File: src/rtl/regfile_wport_arbiter_pkg.sv
// Shared encodings for the register-file write-port arbiter.
// Pure types/constants: no latency, no backpressure.
package regfile_wport_arbiter_pkg;

  typedef enum logic [1:0] {
    REQ_NONE,
    REQ_WB,
    REQ_JAL,
    REQ_LU
  } req_e;

  typedef enum logic {
    NORM,
    FORCE
  } state_e;

  localparam logic [4:0] LINK_REG = 5'd31;

endpackage

File: src/rtl/regfile_wport_arbiter_if.sv
// Request-side bundle: WB, JAL link and long-latency unit writes, plus grant/stall back.
// No latency of its own; LU backpressure via lu_ready, pipeline backpressure via stall_o.
interface regfile_wport_arbiter_if #(
  parameter int DATA_W = 32,
  parameter int ADDR_W = 5
);

  logic              wb_valid;
  logic [ADDR_W-1:0] wb_addr;
  logic [DATA_W-1:0] wb_data;
  logic              jal_valid;
  logic [DATA_W-1:0] jal_link;
  logic              lu_valid;
  logic [ADDR_W-1:0] lu_addr;
  logic [DATA_W-1:0] lu_data;
  logic              lu_ready;
  logic              stall_o;

  modport master (
    output wb_valid, wb_addr, wb_data,
    output jal_valid, jal_link,
    output lu_valid, lu_addr, lu_data,
    input  lu_ready, stall_o
  );

  modport slave (
    input  wb_valid, wb_addr, wb_data,
    input  jal_valid, jal_link,
    input  lu_valid, lu_addr, lu_data,
    output lu_ready, stall_o
  );

endinterface

File: src/rtl/regfile_wport_arbiter_starve_timer.sv
// Counts consecutive cycles the LU waits; raises force_lu for one cycle at the limit.
// force_lu is registered state; the timer itself never backpressures.
module wport_starve_timer #(
  parameter int STARVE_LIMIT = 4
) (
  input  logic CLK,
  input  logic RST,
  input  logic lu_valid,
  input  logic lu_ready,
  output logic force_lu
);
  import regfile_wport_arbiter_pkg::*;

  logic [3:0] wait_cnt_q, wait_cnt_d;
  state_e     state_q, state_d;

  always_ff @(posedge CLK or negedge RST) begin
    if (!RST) begin
      wait_cnt_q <= '0;
      state_q    <= NORM;
    end else begin
      wait_cnt_q <= wait_cnt_d;
      state_q    <= state_d;
    end
  end

  always_comb begin
    wait_cnt_d = '0;
    state_d    = NORM;
    if (lu_valid && !lu_ready) begin
      wait_cnt_d = wait_cnt_q + 4'd1;
    end
    // FORCE lasts one cycle; the LU transfer inside it clears the count.
    if (state_q == NORM && wait_cnt_d == 4'(STARVE_LIMIT)) begin
      state_d = FORCE;
    end
  end

  assign force_lu = (state_q == FORCE);

endmodule

File: src/rtl/regfile_wport_arbiter.sv
// Arbitrates the single register-file write port: WB > JAL > LU, LU forced after starving.
// Grant/stall combinational, write port registered (1 cycle); losers stall or see lu_ready=0.
module regfile_wport_arbiter #(
  parameter int DATA_W       = 32,
  parameter int ADDR_W       = 5,
  parameter int STARVE_LIMIT = 4,
  parameter int STALL_CNT_W  = 16
) (
  input  logic                   CLK,
  input  logic                   RST,
  regfile_wport_arbiter_if.slave req,
  output logic                   we_o,
  output logic [ADDR_W-1:0]      wa_o,
  output logic [DATA_W-1:0]      wd_o,
  output logic [STALL_CNT_W-1:0] stall_cnt_o
);
  import regfile_wport_arbiter_pkg::*;

  req_e                   grant;
  logic                   force_lu;
  logic                   lu_ready;
  logic                   stall;
  logic [ADDR_W-1:0]      sel_addr;
  logic [DATA_W-1:0]      sel_data;
  logic                   we_q, we_d;
  logic [ADDR_W-1:0]      wa_q, wa_d;
  logic [DATA_W-1:0]      wd_q, wd_d;
  logic [STALL_CNT_W-1:0] stall_cnt_q, stall_cnt_d;

  wport_starve_timer #(
    .STARVE_LIMIT(STARVE_LIMIT)
  ) u_timer (
    .CLK      (CLK),
    .RST      (RST),
    .lu_valid (req.lu_valid),
    .lu_ready (lu_ready),
    .force_lu (force_lu)
  );

  // Nothing is granted while reset is held, so handshakes stay quiet.
  always_comb begin
    grant = REQ_NONE;
    if (RST) begin
      if (force_lu)           grant = REQ_LU;
      else if (req.wb_valid)  grant = REQ_WB;
      else if (req.jal_valid) grant = REQ_JAL;
      else if (req.lu_valid)  grant = REQ_LU;
    end
  end

  assign lu_ready     = (grant == REQ_LU);
  assign stall        = RST && ((req.wb_valid  && grant != REQ_WB) ||
                                (req.jal_valid && grant != REQ_JAL));
  assign req.lu_ready = lu_ready;
  assign req.stall_o  = stall;

  always_comb begin
    sel_addr = '0;
    sel_data = '0;
    case (grant)
      REQ_WB:  begin sel_addr = req.wb_addr;         sel_data = req.wb_data;  end
      REQ_JAL: begin sel_addr = ADDR_W'(LINK_REG);   sel_data = req.jal_link; end
      REQ_LU:  begin sel_addr = req.lu_addr;         sel_data = req.lu_data;  end
      default: begin sel_addr = '0;                  sel_data = '0;           end
    endcase
  end

  // r0 grants complete the handshake but leave the write port idle.
  always_comb begin
    we_d        = (grant != REQ_NONE) && (sel_addr != '0);
    wa_d        = we_d ? sel_addr : wa_q;
    wd_d        = we_d ? sel_data : wd_q;
    stall_cnt_d = stall_cnt_q;
    if (stall && stall_cnt_q != '1) begin
      stall_cnt_d = stall_cnt_q + STALL_CNT_W'(1);
    end
  end

  always_ff @(posedge CLK or negedge RST) begin
    if (!RST) begin
      we_q        <= 1'b0;
      wa_q        <= '0;
      wd_q        <= '0;
      stall_cnt_q <= '0;
    end else begin
      we_q        <= we_d;
      wa_q        <= wa_d;
      wd_q        <= wd_d;
      stall_cnt_q <= stall_cnt_d;
    end
  end

  assign we_o        = we_q;
  assign wa_o        = wa_q;
  assign wd_o        = wd_q;
  assign stall_cnt_o = stall_cnt_q;

endmodule

File: src/flat_wrapper.sv
// flat-port wrapper written by rule: the top's interface ports become plain ports
module regfile_wport_arbiter_flat import regfile_wport_arbiter_pkg::*;
#(
  parameter int DATA_W       = 32,
  parameter int ADDR_W       = 5,
  parameter int STARVE_LIMIT = 4,
  parameter int STALL_CNT_W  = 16
)
  (CLK, RST, we_o, wa_o, wd_o, stall_cnt_o, req_wb_valid, req_wb_addr, req_wb_data, req_jal_valid, req_jal_link, req_lu_valid, req_lu_addr, req_lu_data, req_lu_ready, req_stall_o);
  regfile_wport_arbiter_if #(.DATA_W(DATA_W), .ADDR_W(ADDR_W)) req_i ();
  input  logic CLK;
  input  logic RST;
  output logic we_o;
  output logic [ADDR_W-1:0] wa_o;
  output logic [DATA_W-1:0] wd_o;
  output logic [STALL_CNT_W-1:0] stall_cnt_o;
  input wire logic [$bits(req_i.wb_valid)-1:0] req_wb_valid;
  input wire logic [$bits(req_i.wb_addr)-1:0] req_wb_addr;
  input wire logic [$bits(req_i.wb_data)-1:0] req_wb_data;
  input wire logic [$bits(req_i.jal_valid)-1:0] req_jal_valid;
  input wire logic [$bits(req_i.jal_link)-1:0] req_jal_link;
  input wire logic [$bits(req_i.lu_valid)-1:0] req_lu_valid;
  input wire logic [$bits(req_i.lu_addr)-1:0] req_lu_addr;
  input wire logic [$bits(req_i.lu_data)-1:0] req_lu_data;
  output wire logic [$bits(req_i.lu_ready)-1:0] req_lu_ready;
  output wire logic [$bits(req_i.stall_o)-1:0] req_stall_o;
  assign req_i.wb_valid = req_wb_valid;
  assign req_i.wb_addr = req_wb_addr;
  assign req_i.wb_data = req_wb_data;
  assign req_i.jal_valid = req_jal_valid;
  assign req_i.jal_link = req_jal_link;
  assign req_i.lu_valid = req_lu_valid;
  assign req_i.lu_addr = req_lu_addr;
  assign req_i.lu_data = req_lu_data;
  assign req_lu_ready = req_i.lu_ready;
  assign req_stall_o = req_i.stall_o;
  regfile_wport_arbiter #(.DATA_W(DATA_W), .ADDR_W(ADDR_W), .STARVE_LIMIT(STARVE_LIMIT), .STALL_CNT_W(STALL_CNT_W)) u_core (.CLK(CLK), .RST(RST), .req(req_i), .we_o(we_o), .wa_o(wa_o), .wd_o(wd_o), .stall_cnt_o(stall_cnt_o));
endmodule
File: config.mk
export PLATFORM = sky130hd
export DESIGN_NAME = regfile_wport_arbiter_flat
export DESIGN_NICKNAME = d
export VERILOG_FILES = /design/src/rtl/regfile_wport_arbiter_pkg.sv /design/src/rtl/regfile_wport_arbiter_if.sv /design/src/rtl/regfile_wport_arbiter_starve_timer.sv /design/src/rtl/regfile_wport_arbiter.sv /design/src/flat_wrapper.sv
export SDC_FILE = /design/constraint.sdc
export NUM_CORES = 1
export LEC_CHECK = 0
export ABC_CLOCK_PERIOD_IN_PS = 2400
export CORE_UTILIZATION = 40
export CTS_BUF_LIST = sky130_fd_sc_hd__clkbuf_8 sky130_fd_sc_hd__clkbuf_16
export DETAILED_ROUTE_END_ITERATION = 10
export PLACE_DENSITY = 0.82
export SYNTH_ARGS = -nofsm -noshare
export SYNTH_HDL_FRONTEND = slang
export SYNTH_SLANG_ARGS = --single-unit
File: constraint.sdc
create_clock -name CLK -period 2.4 [get_ports CLK]
set_clock_uncertainty 0.1 [all_clocks]
set_input_delay 0.48 -clock CLK [delete_from_list [all_inputs] [get_ports CLK]]
set_output_delay 0.48 -clock CLK [all_outputs]
set_load 0.05 [all_outputs]
-- Yosys cells after proc, flatten, opt, wreduce, memory -nomap -nowiden
Index checks and enable logic that the tools add are counted.
- $add $sub $neg: 2
- multipliers: 0
- div/mod/pow operators: 0
- magnitude comparators: 0
- equal/unequal tests: 7
- shift-type cells: 0
- muxes and demuxes: 9
- bitwise operators: 1
- reduce and logical (&&, ||, !) cells: 11
- operators with widths (kind ; number):
    $pmux 32 s3 ; 1
    $add 16x1->16 const B ; 1
    $ne 16x16->1 const B ; 1
    $pmux 5 s3 ; 1
    $mux 2 ; 5
    $logic_and 1x1->1 ; 7
    $reduce_bool 5->1 ; 1
    $add 4x1->4 const B ; 1
    $eq 2x2->1 const B ; 2
    $eq 4x3->1 const B ; 1
    $mux 4 ; 1
    $eq 2x1->1 const B ; 1
    $ne 2x1->1 const B ; 1
    $ne 2x2->1 const B ; 1
    $reduce_bool 2->1 ; 1
    $logic_not 1->1 ; 1
    $logic_or 1x1->1 ; 1
    $mux 1 ; 1
    $not 1->1 ; 1
- bits in registers: 59
- latch bits: 0
- memory bits (writable): 0
- ROM bits: 0
- output and inout port bits: 56
- memories: 0

-- Depth between registers and ports, before layout
Gate-level depths: netlist (run 1).
- depth in word-level cells: 12
- depth in mapped cells: 9
- mapped depth without buffers: 6

-- By module
From an unflattened synthesis (run 1), not the netlist that was laid out.
- cell total of the unflattened synthesis: 270
- area, all modules: 3079.2 um2
- by module, submodules not included (module ; instances ; cells an instance ; area an instance (um2)):
    regfile_wport_arbiter ; 1 ; 251 ; 2866.5
    wport_starve_timer ; 1 ; 19 ; 212.7

-- Worst setup path after synthesis (run 1)
OpenSTA, ideal clock, no wires.
- path kind: input to register
- start: in RST
- end: reg u_core.stall_cnt_q[1] (netlist: u_core.stall_cnt_o[1])
- setup time: 0.125 ns
- data arrival time: 2.274 ns
- data required time: 2.175 ns
- setup slack: -0.099 ns
- cell stages on the path: 5
- buffers on the path: 2
- path through: buf_2 > a21boi_1 > o21a_1 > buf_2 > mux2_2
- word-level cells in the longest chain between the ends: 6
- elaborated cells between the ends (all ways): 8
- ends and longest elaborated chain (item ; RTL line ; source):
    start: declaration ; flat_wrapper.sv:12 ; input logic RST;
    $mux 2 ; regfile_wport_arbiter.sv:43 ; if (RST) begin
    $ne 2x1->1 / $ne 2x2->1 (equally long branches) ; regfile_wport_arbiter.sv:52, regfile_wport_arbiter.sv:53 ;
    $logic_and 1x1->1 (on tied branches) ; regfile_wport_arbiter.sv:52, regfile_wport_arbiter.sv:53 ;
    $logic_or 1x1->1 ; regfile_wport_arbiter.sv:52 ; assign stall = RST && ((req.wb_valid && grant != REQ_WB) ||
    $logic_and 1x1->1 * ; regfile_wport_arbiter.sv:52 ;
    via req_stall_o ; flat_wrapper.sv:26 ; output wire logic [$bits(req_i.stall_o)-1:0] req_stall_o;
    $logic_and 1x1->1 * ; regfile_wport_arbiter.sv:74 ; if (stall && stall_cnt_q != '1) begin
    end signal: assignment ; regfile_wport_arbiter.sv:89 ; stall_cnt_q <= stall_cnt_d;
    end: declaration ; regfile_wport_arbiter.sv:28 ; logic [STALL_CNT_W-1:0] stall_cnt_q, stall_cnt_d;
The timed path passes the listed nets; every way through them passes the cells marked *.
A chain may end at the register's enable or synchronous reset.

-- Worst setup path after layout (run 1)
- start: in req_wb_valid
- end: out req_stall_o
- word-level cells in the longest chain between the ends: 7
- elaborated cells between the ends (all ways): 9
- ends and longest elaborated chain (item ; RTL line ; source):
    start: declaration ; flat_wrapper.sv:17 ; input wire logic [$bits(req_i.wb_valid)-1:0] req_wb_valid;
    $mux 2 ; regfile_wport_arbiter.sv:45 ; else if (req.wb_valid) grant = REQ_WB;
    $mux 2 ; regfile_wport_arbiter.sv:44 ; if (force_lu) grant = REQ_LU;
    $mux 2 ; regfile_wport_arbiter.sv:43 ;
    $ne 2x1->1 / $ne 2x2->1 (equally long branches) ; regfile_wport_arbiter.sv:52, regfile_wport_arbiter.sv:53 ;
    $logic_and 1x1->1 (on tied branches) ; regfile_wport_arbiter.sv:52, regfile_wport_arbiter.sv:53 ;
    $logic_or 1x1->1 * ; regfile_wport_arbiter.sv:52 ;
    $logic_and 1x1->1 * ; regfile_wport_arbiter.sv:52 ;
    end: declaration ; flat_wrapper.sv:26 ;
Mark *: on every way between the ends. The rest lies on a longest branch, timed or not.

==> reports/metrics.csv, run 1 <==
metric;value;unit
first-pass GRT wire length;14900;um
htree depth;3;
Syn. warnings;0;
highest ir drop seen on vdd;0.000597;V
Initial DRC Count;141;
Stages on worst setup path;6;
Syn Std Cell Area;0.00312;sq mm
pwr dens;650;mW/mm^2
number of nets with antenna violations after routing;0;
DP Wirelength;7160;um
Crit Path Class;in -> out;
CTS Sinks;59;
slew of the pin with the lowest slew margin;556;ps
Total Power;0.00338;W
register bit total from synthesis;59;
synth unique cells;43;
period utilisation layout;0.977;
CTS buffer count;9;
FF-to-FF End;u_core.wd_o[30];
wirelength, routed;9610;um
DRC Markers;0;
switching part of the total power;0.357;
initial antenna violation count;0;
CP Cell Sequence;clkdlybuf4s50_1 > buf_6 > o21ai_0 > a21boi_2 > buf_4 > buf_12;
headroom to the max-slew limit;0.628;
Startpoint Class;input port;
DRT Pass-1 Iters;6;
fraction of layout cells with a size suffix above 1;0.127;
Placement Setup Slack;-129;ps
multi-input logic area;0.00135;sq mm
worst skew pair latency;320;ps
routed vias/inst;5.24;
register clock-pin slew on the reported worst setup and hold paths;60;ps
global route overflow;0;
Yosys top cell area share;0.474;
Arr. time, crit path;1760;ps
final count of hold timing violations;0;
Worst Setup SP;req_wb_valid;
final net count;576;
post-layout minimum cycle time;2340;ps
Rows;31;
status;complete, no violations;
core box area;0.00741;sq mm
CP Data Required Time;1820;ps
number of global-route vias before repair;3019;
clock network power share;0.249;
critical path's largest stage delay;500;ps
combinational share of power;0.388;
largest cells by area after synthesis;dfrtp_1 (47%), a222oi_1 (10%), mux2i_1 (10%);
Max FO, Critical Path;7;
worst path bufs/invs;4;
Final GP Congestion;0.793;
DIE HEIGHT;90.3;um
Net Switching;0.00120;W
syn_area_per_cell;11.2;sq um
Crit. End Element;primary output;
reg2reg path depth;7;
Lkg Pwr;2.26;nW
Max-Cap Viols;0;
sequential cell area;0.00148;sq mm
largest net degree at the start of global routing;35;
Die X;90.3;um
sequential area share after synthesis;0.474;
Hold Buf Count CTS;0;
most frequent cells in the layout;clkdlybuf4s50_1 (161), dfrtp_1 (59), inv_1 (39), a222oi_1 (32), mux2i_1 (32);
Top delay family on crit path;buffers and inverters;
P&R area growth vs syn;66.6;%
register share of total power;0.363;
GRT Util Overall;0.231;
die area;0.00815;sq mm
final worst slack;55.1;ps
Crit-path slowest cell;clkdlybuf4s50_1;
post-synth top area cell;dfrtp_1;
worst setup path endpoint;req_stall_o;
Pint;0.00217;W
most common cell after layout, fill and taps aside;clkdlybuf4s50_1;
Synth Net Count;392;
Routed wire per std cell;17.0;um
Clock Root Buffer;clkbuf_8;
Max Root-Sink Buffers;2;
RR Startpoint;u_core.u_timer.force_lu;
overall via count from detail_route;2968;
Setup-failing EPs final;0;
# fillers;548;
Worst Hold Class;in -> async;
Syn Inst Count;279;
I/O pins;167;
R2R setup slack;210;ps
fmax;426;MHz
Initial Util;0.421;
CTS tree;yes;
Max Slew Vio Count;0;
PortBufs;166;
[flip-flops by register name (all words and copies together) (netlist names)]
register / count
u_core.we_o: 1
u_core.u_timer.wait_cnt_q: 4
u_core.wa_o: 5
u_core.stall_cnt_o: 16
u_core.u_timer.force_lu: 1
u_core.wd_o: 32
[routing by layer]
metal,global-route usage,up-vias,part of all wire
met2,0.402,130,0.49
met1,0.268,1422,0.42
li1,-,1403,-
met4,0.0847,0,0.016
met5,0,-,0
met3,0.0715,13,0.082
[logic make-up (layout without fill, tap and decap cells)]
logic type	after synthesis	in the layout	synth area share
xor gates and xnor gates	17	17	0.0478
and+or+nand+nor	55	55	0.0995
other	0	1	0
buffers and inverters	57	244	0.0975
adders and majority gates	2	2	0.00802
muxes	33	33	0.106
AOI/OAI and AO/OA	56	56	0.167
DFF	59	59	0.474
[power groups by stage]
stage | Combinational (W) | Sequential (W) | Clock [W]
2_1_floorplan | 0.000324 | 0.00166 | 0
3_3_place_gp | 0.00128 | 0.00124 | 0
3_5_place_dp | 0.00130 | 0.00124 | 0
4_1_cts | 0.00131 | 0.00123 | 0.000861
5_1_grt | 0.00137 | 0.00125 | 0.000912
6_report | 0.00131 | 0.00123 | 0.000842
[timing repair]
item,in CTS,in global routing
endpoints found under the setup margin,1,2
pin swaps,0,1
setup buffers,0,5
gates cloned,0,0
gates resized for setup,1,4
[synth_stat cells]
| cell | n |
|---|---|
| o21a_1 | 2 |
| buf_6 | 3 |
| and4_4 | 1 |
| mux2_2 | 1 |
| a32oi_1 | 2 |
| a21boi_1 | 2 |
| and3b_1 | 1 |
| nand4_1 | 3 |
| nand3_1 | 8 |
| or2_2 | 1 |
| a22o_2 | 2 |
| xor2_1 | 8 |
| clkbuf_1 | 10 |
| nand2b_4 | 1 |
| nand2_1 | 18 |
| nor2b_4 | 1 |
| nor3b_1 | 1 |
| o211ai_1 | 1 |
| xnor2_1 | 9 |
| or4b_1 | 1 |
| o41ai_2 | 1 |
| nor3_1 | 3 |
| a311oi_2 | 1 |
| ha_1 | 2 |
| a222oi_1 | 32 |
| buf_12 | 4 |
| and2b_4 | 1 |
| nor3b_2 | 1 |
| and4_1 | 3 |
| a21oi_1 | 2 |
| o31a_1 | 1 |
| a221o_2 | 3 |
| a22o_1 | 1 |
| nand2b_1 | 1 |
| inv_1 | 38 |
| dfrtp_1 | 59 |
| and3_1 | 1 |
| a21oi_2 | 1 |
| nor2_1 | 8 |
| buf_2 | 2 |
| nor2b_1 | 1 |
| mux2i_1 | 32 |
| o21ai_0 | 5 |
[through the flow]
stage	util	TNS (ps)	area, sq um	std cells	hold WS [ps]
final	0.701	0	5190	566	65.2
after global routing	0.701	-7.36	5190	565	58.9
after CTS	0.694	0	5140	560	48.1
after detailed placement	0.669	-2500	4960	546	371
after global placement	0.669	-1300	4960	546	363
after floorplan	-	0	3120	279	84.4
[final cells by class]
cell class / instances / share of cell area
timing repair buffer: 192 / 0.370
clock buffer: 10 / 0.0265
inverter: 38 / 0.0275
clock inverter: 4 / 0.00843
multi-input combinational: 163 / 0.259
antenna: 1 / 0.000482
tap: 99 / 0.0238
sequential: 59 / 0.284
[how the worst min path moves through the flow]
stage | startpoint | to
final | RST | u_core.wd_o[7]
after global routing | RST | u_core.wd_o[7]
after CTS | RST | u_core.wa_o[4]
after detailed placement | u_core.u_timer.wait_cnt_q[0] | u_core.u_timer.wait_cnt_q[0]
after global placement | u_core.u_timer.wait_cnt_q[0] | u_core.u_timer.wait_cnt_q[0]
after floorplan | RST | u_core.stall_cnt_o[0]
No activity file was read; power rests on OpenSTA's default activity.
==> inputs of run 2 (changes only) <==
--- a/config.mk
+++ b/config.mk
@@ -5,7 +5,6 @@
 export SDC_FILE = /design/constraint.sdc
 export NUM_CORES = 1
 export LEC_CHECK = 0
-export ABC_CLOCK_PERIOD_IN_PS = 2400
 export CORE_UTILIZATION = 40
 export CTS_BUF_LIST = sky130_fd_sc_hd__clkbuf_8 sky130_fd_sc_hd__clkbuf_16
 export DETAILED_ROUTE_END_ITERATION = 10
==> results of run 2 <==
Same layout as run 1: the final DEF is identical, and so are final timing and power.
==> RTL edit, RTL diff (settings of run 2) <==
`STALL_CNT_W` is set to 16 in 2 places; all go to 12.
--- a/src/rtl/regfile_wport_arbiter.sv
+++ b/src/rtl/regfile_wport_arbiter.sv
@@ -4,7 +4,7 @@
   parameter int DATA_W       = 32,
   parameter int ADDR_W       = 5,
   parameter int STARVE_LIMIT = 4,
-  parameter int STALL_CNT_W  = 16
+  parameter int STALL_CNT_W  = 12
 ) (
   input  logic                   CLK,
   input  logic                   RST,
--- a/src/flat_wrapper.sv
+++ b/src/flat_wrapper.sv
@@ -4,7 +4,7 @@
   parameter int DATA_W       = 32,
   parameter int ADDR_W       = 5,
   parameter int STARVE_LIMIT = 4,
-  parameter int STALL_CNT_W  = 16
+  parameter int STALL_CNT_W  = 12
 )
   (CLK, RST, we_o, wa_o, wd_o, stall_cnt_o, req_wb_valid, req_wb_addr, req_wb_data, req_jal_valid, req_jal_link, req_lu_valid, req_lu_addr, req_lu_data, req_lu_ready, req_stall_o);
   regfile_wport_arbiter_if #(.DATA_W(DATA_W), .ADDR_W(ADDR_W)) req_i ();
Ports: changed (resized stall_cnt_o); port bits go from 167 to 163. The function was not compared with the original's and may differ.
==> RTL edit against run 2 <==
Register-to-register slack lost 20 ps; setup slack worse by 3.7 ps; synthesized area decreased by 8.2%; largest power group unchanged; cell count decreased by 5.8%; routed wire length decreased by 10%; critical endpoint is now u_core.wd_o[1]; sequential cell count down 4; final area is 7.4% lower; total power is 12% lower.
==> RTL edit: results <==
export IMPL_drive_above_1_share_pct=9.840
export IMPL_dp_slack_ps=-215.3
export IMPL_worst_pin_slew_ps=549.3
export IMPL_rr_worst_depth=6
export IMPL_syn_nets=374
export IMPL_num_antenna_cells=0
export IMPL_grt_use_total_pct=21.86
export IMPL_grt_use_met2_pct=41.34
export IMPL_drtIter0Drc=174
export IMPL_clock_latency_ps=290
export IMPL_wl_met1_um=3422
export IMPL_ys_top_cells_by_count="dfrtp_1, inv_1, a222oi_1, mux2i_1, nand2_1"
export IMPL_grt_pass1_wl_um=12970
export IMPL_synth_area_top_cells="dfrtp_1, a222oi_1, mux2i_1, inv_1, nand2_1"
export IMPL_met1_usage_pct=26.09
export IMPL_grt_met3_usage_pct=4.667
export IMPL_met3_length_um=564
export IMPL_ys_types=40
export IMPL_cts_max_level=2
export IMPL_leakagePower_nw=2.049
export IMPL_irDropWorstVdd_mv=0.7028
export IMPL_synth_compound_area_share_pct=16.65
export IMPL_route_met2_wl_um=4590
export IMPL_place_congestion=0.8431
export IMPL_io_buffers=162
export IMPL_cts_clk_slew_worst_paths_ps=100
export IMPL_status="complete, no violations"
export IMPL_drt_total_wl_um=8600
export IMPL_dp_hpwl_um=6448
export IMPL_layout_nets=549
export IMPL_yosys_area_share_adder_pct=1.224
export IMPL_synth_xor_area_share_pct=3.977
export IMPL_endpoint_kind="flip-flop"
export IMPL_period_share_pct=97.86
export IMPL_numCtsBuffers=5
export IMPL_reg2reg_slack_ps=190
export IMPL_dr_pass1_iters=7
export IMPL_grt_max_degree=44
[RTL edit: cell types whose count changed after synthesis, sizes merged, moves of 2 or more]
cell / delta
or3: +2
and4: -2
xnor2: -2
dfrtp: -4
xor2: -2
nand2: +2
buf: -2
nand3: -4
[RTL edit: repair_timing]
action	in CTS	in global routing
pin swaps	1	2
setup endpoints to repair	1	28
hold buffers	0	0
gates cloned	0	1
hold endpoints to repair	0	0
resized for setup	0	7
[RTL edit: how the worst min path moves through the flow]
stage / to / cells after the start
3_3_place_gp: u_core.u_timer.wait_cnt_q[0] / 1
4_1_cts: u_core.wd_o[1] / 2
6_report: u_core.wa_o[3] / 2
3_5_place_dp: u_core.u_timer.wait_cnt_q[0] / 1
2_1_floorplan: u_core.stall_cnt_o[0] / 0
5_1_grt: u_core.wa_o[4] / 2
[RTL edit: area by class of cell]
type | count | area [sq um]
sequential | 55 | 1378
tap | 96 | 120.1
clock inverter | 3 | 16.27
timing repair buffer | 186 | 1866
multi-input combinational | 151 | 1224
fill | 549 | 2058
clock buffer | 5 | 68.82
inverter | 37 | 138.9
[RTL edit: worst max-delay path, stage by stage]
cell	delay, ps
clkdlybuf4s50_1	430
nor2b_1	170
a22o_1	210
o41ai_1	420
and4_4	360
clkbuf_16	190
mux2i_1	200
[RTL edit: stage by stage]
stage,area (sq um),cells,total power [W]
finish,4811,533,0.002982
global route,4811,533,0.003134
CTS,4772,532,0.002994
detailed placement,4687,524,0.002493
global placement,4687,524,0.002465
floorplan,2863,261,0.001931
[RTL edit: power breakdown]
| part | leakage (nW) | switching [W] | internal, W |
|---|---|---|---|
| Combinational | 1.29 | 0.000764 | 0.000560 |
| Sequential | 0.715 | 0.000108 | 0.00106 |
| Clock | 0.0453 | 0.000292 | 0.000201 |
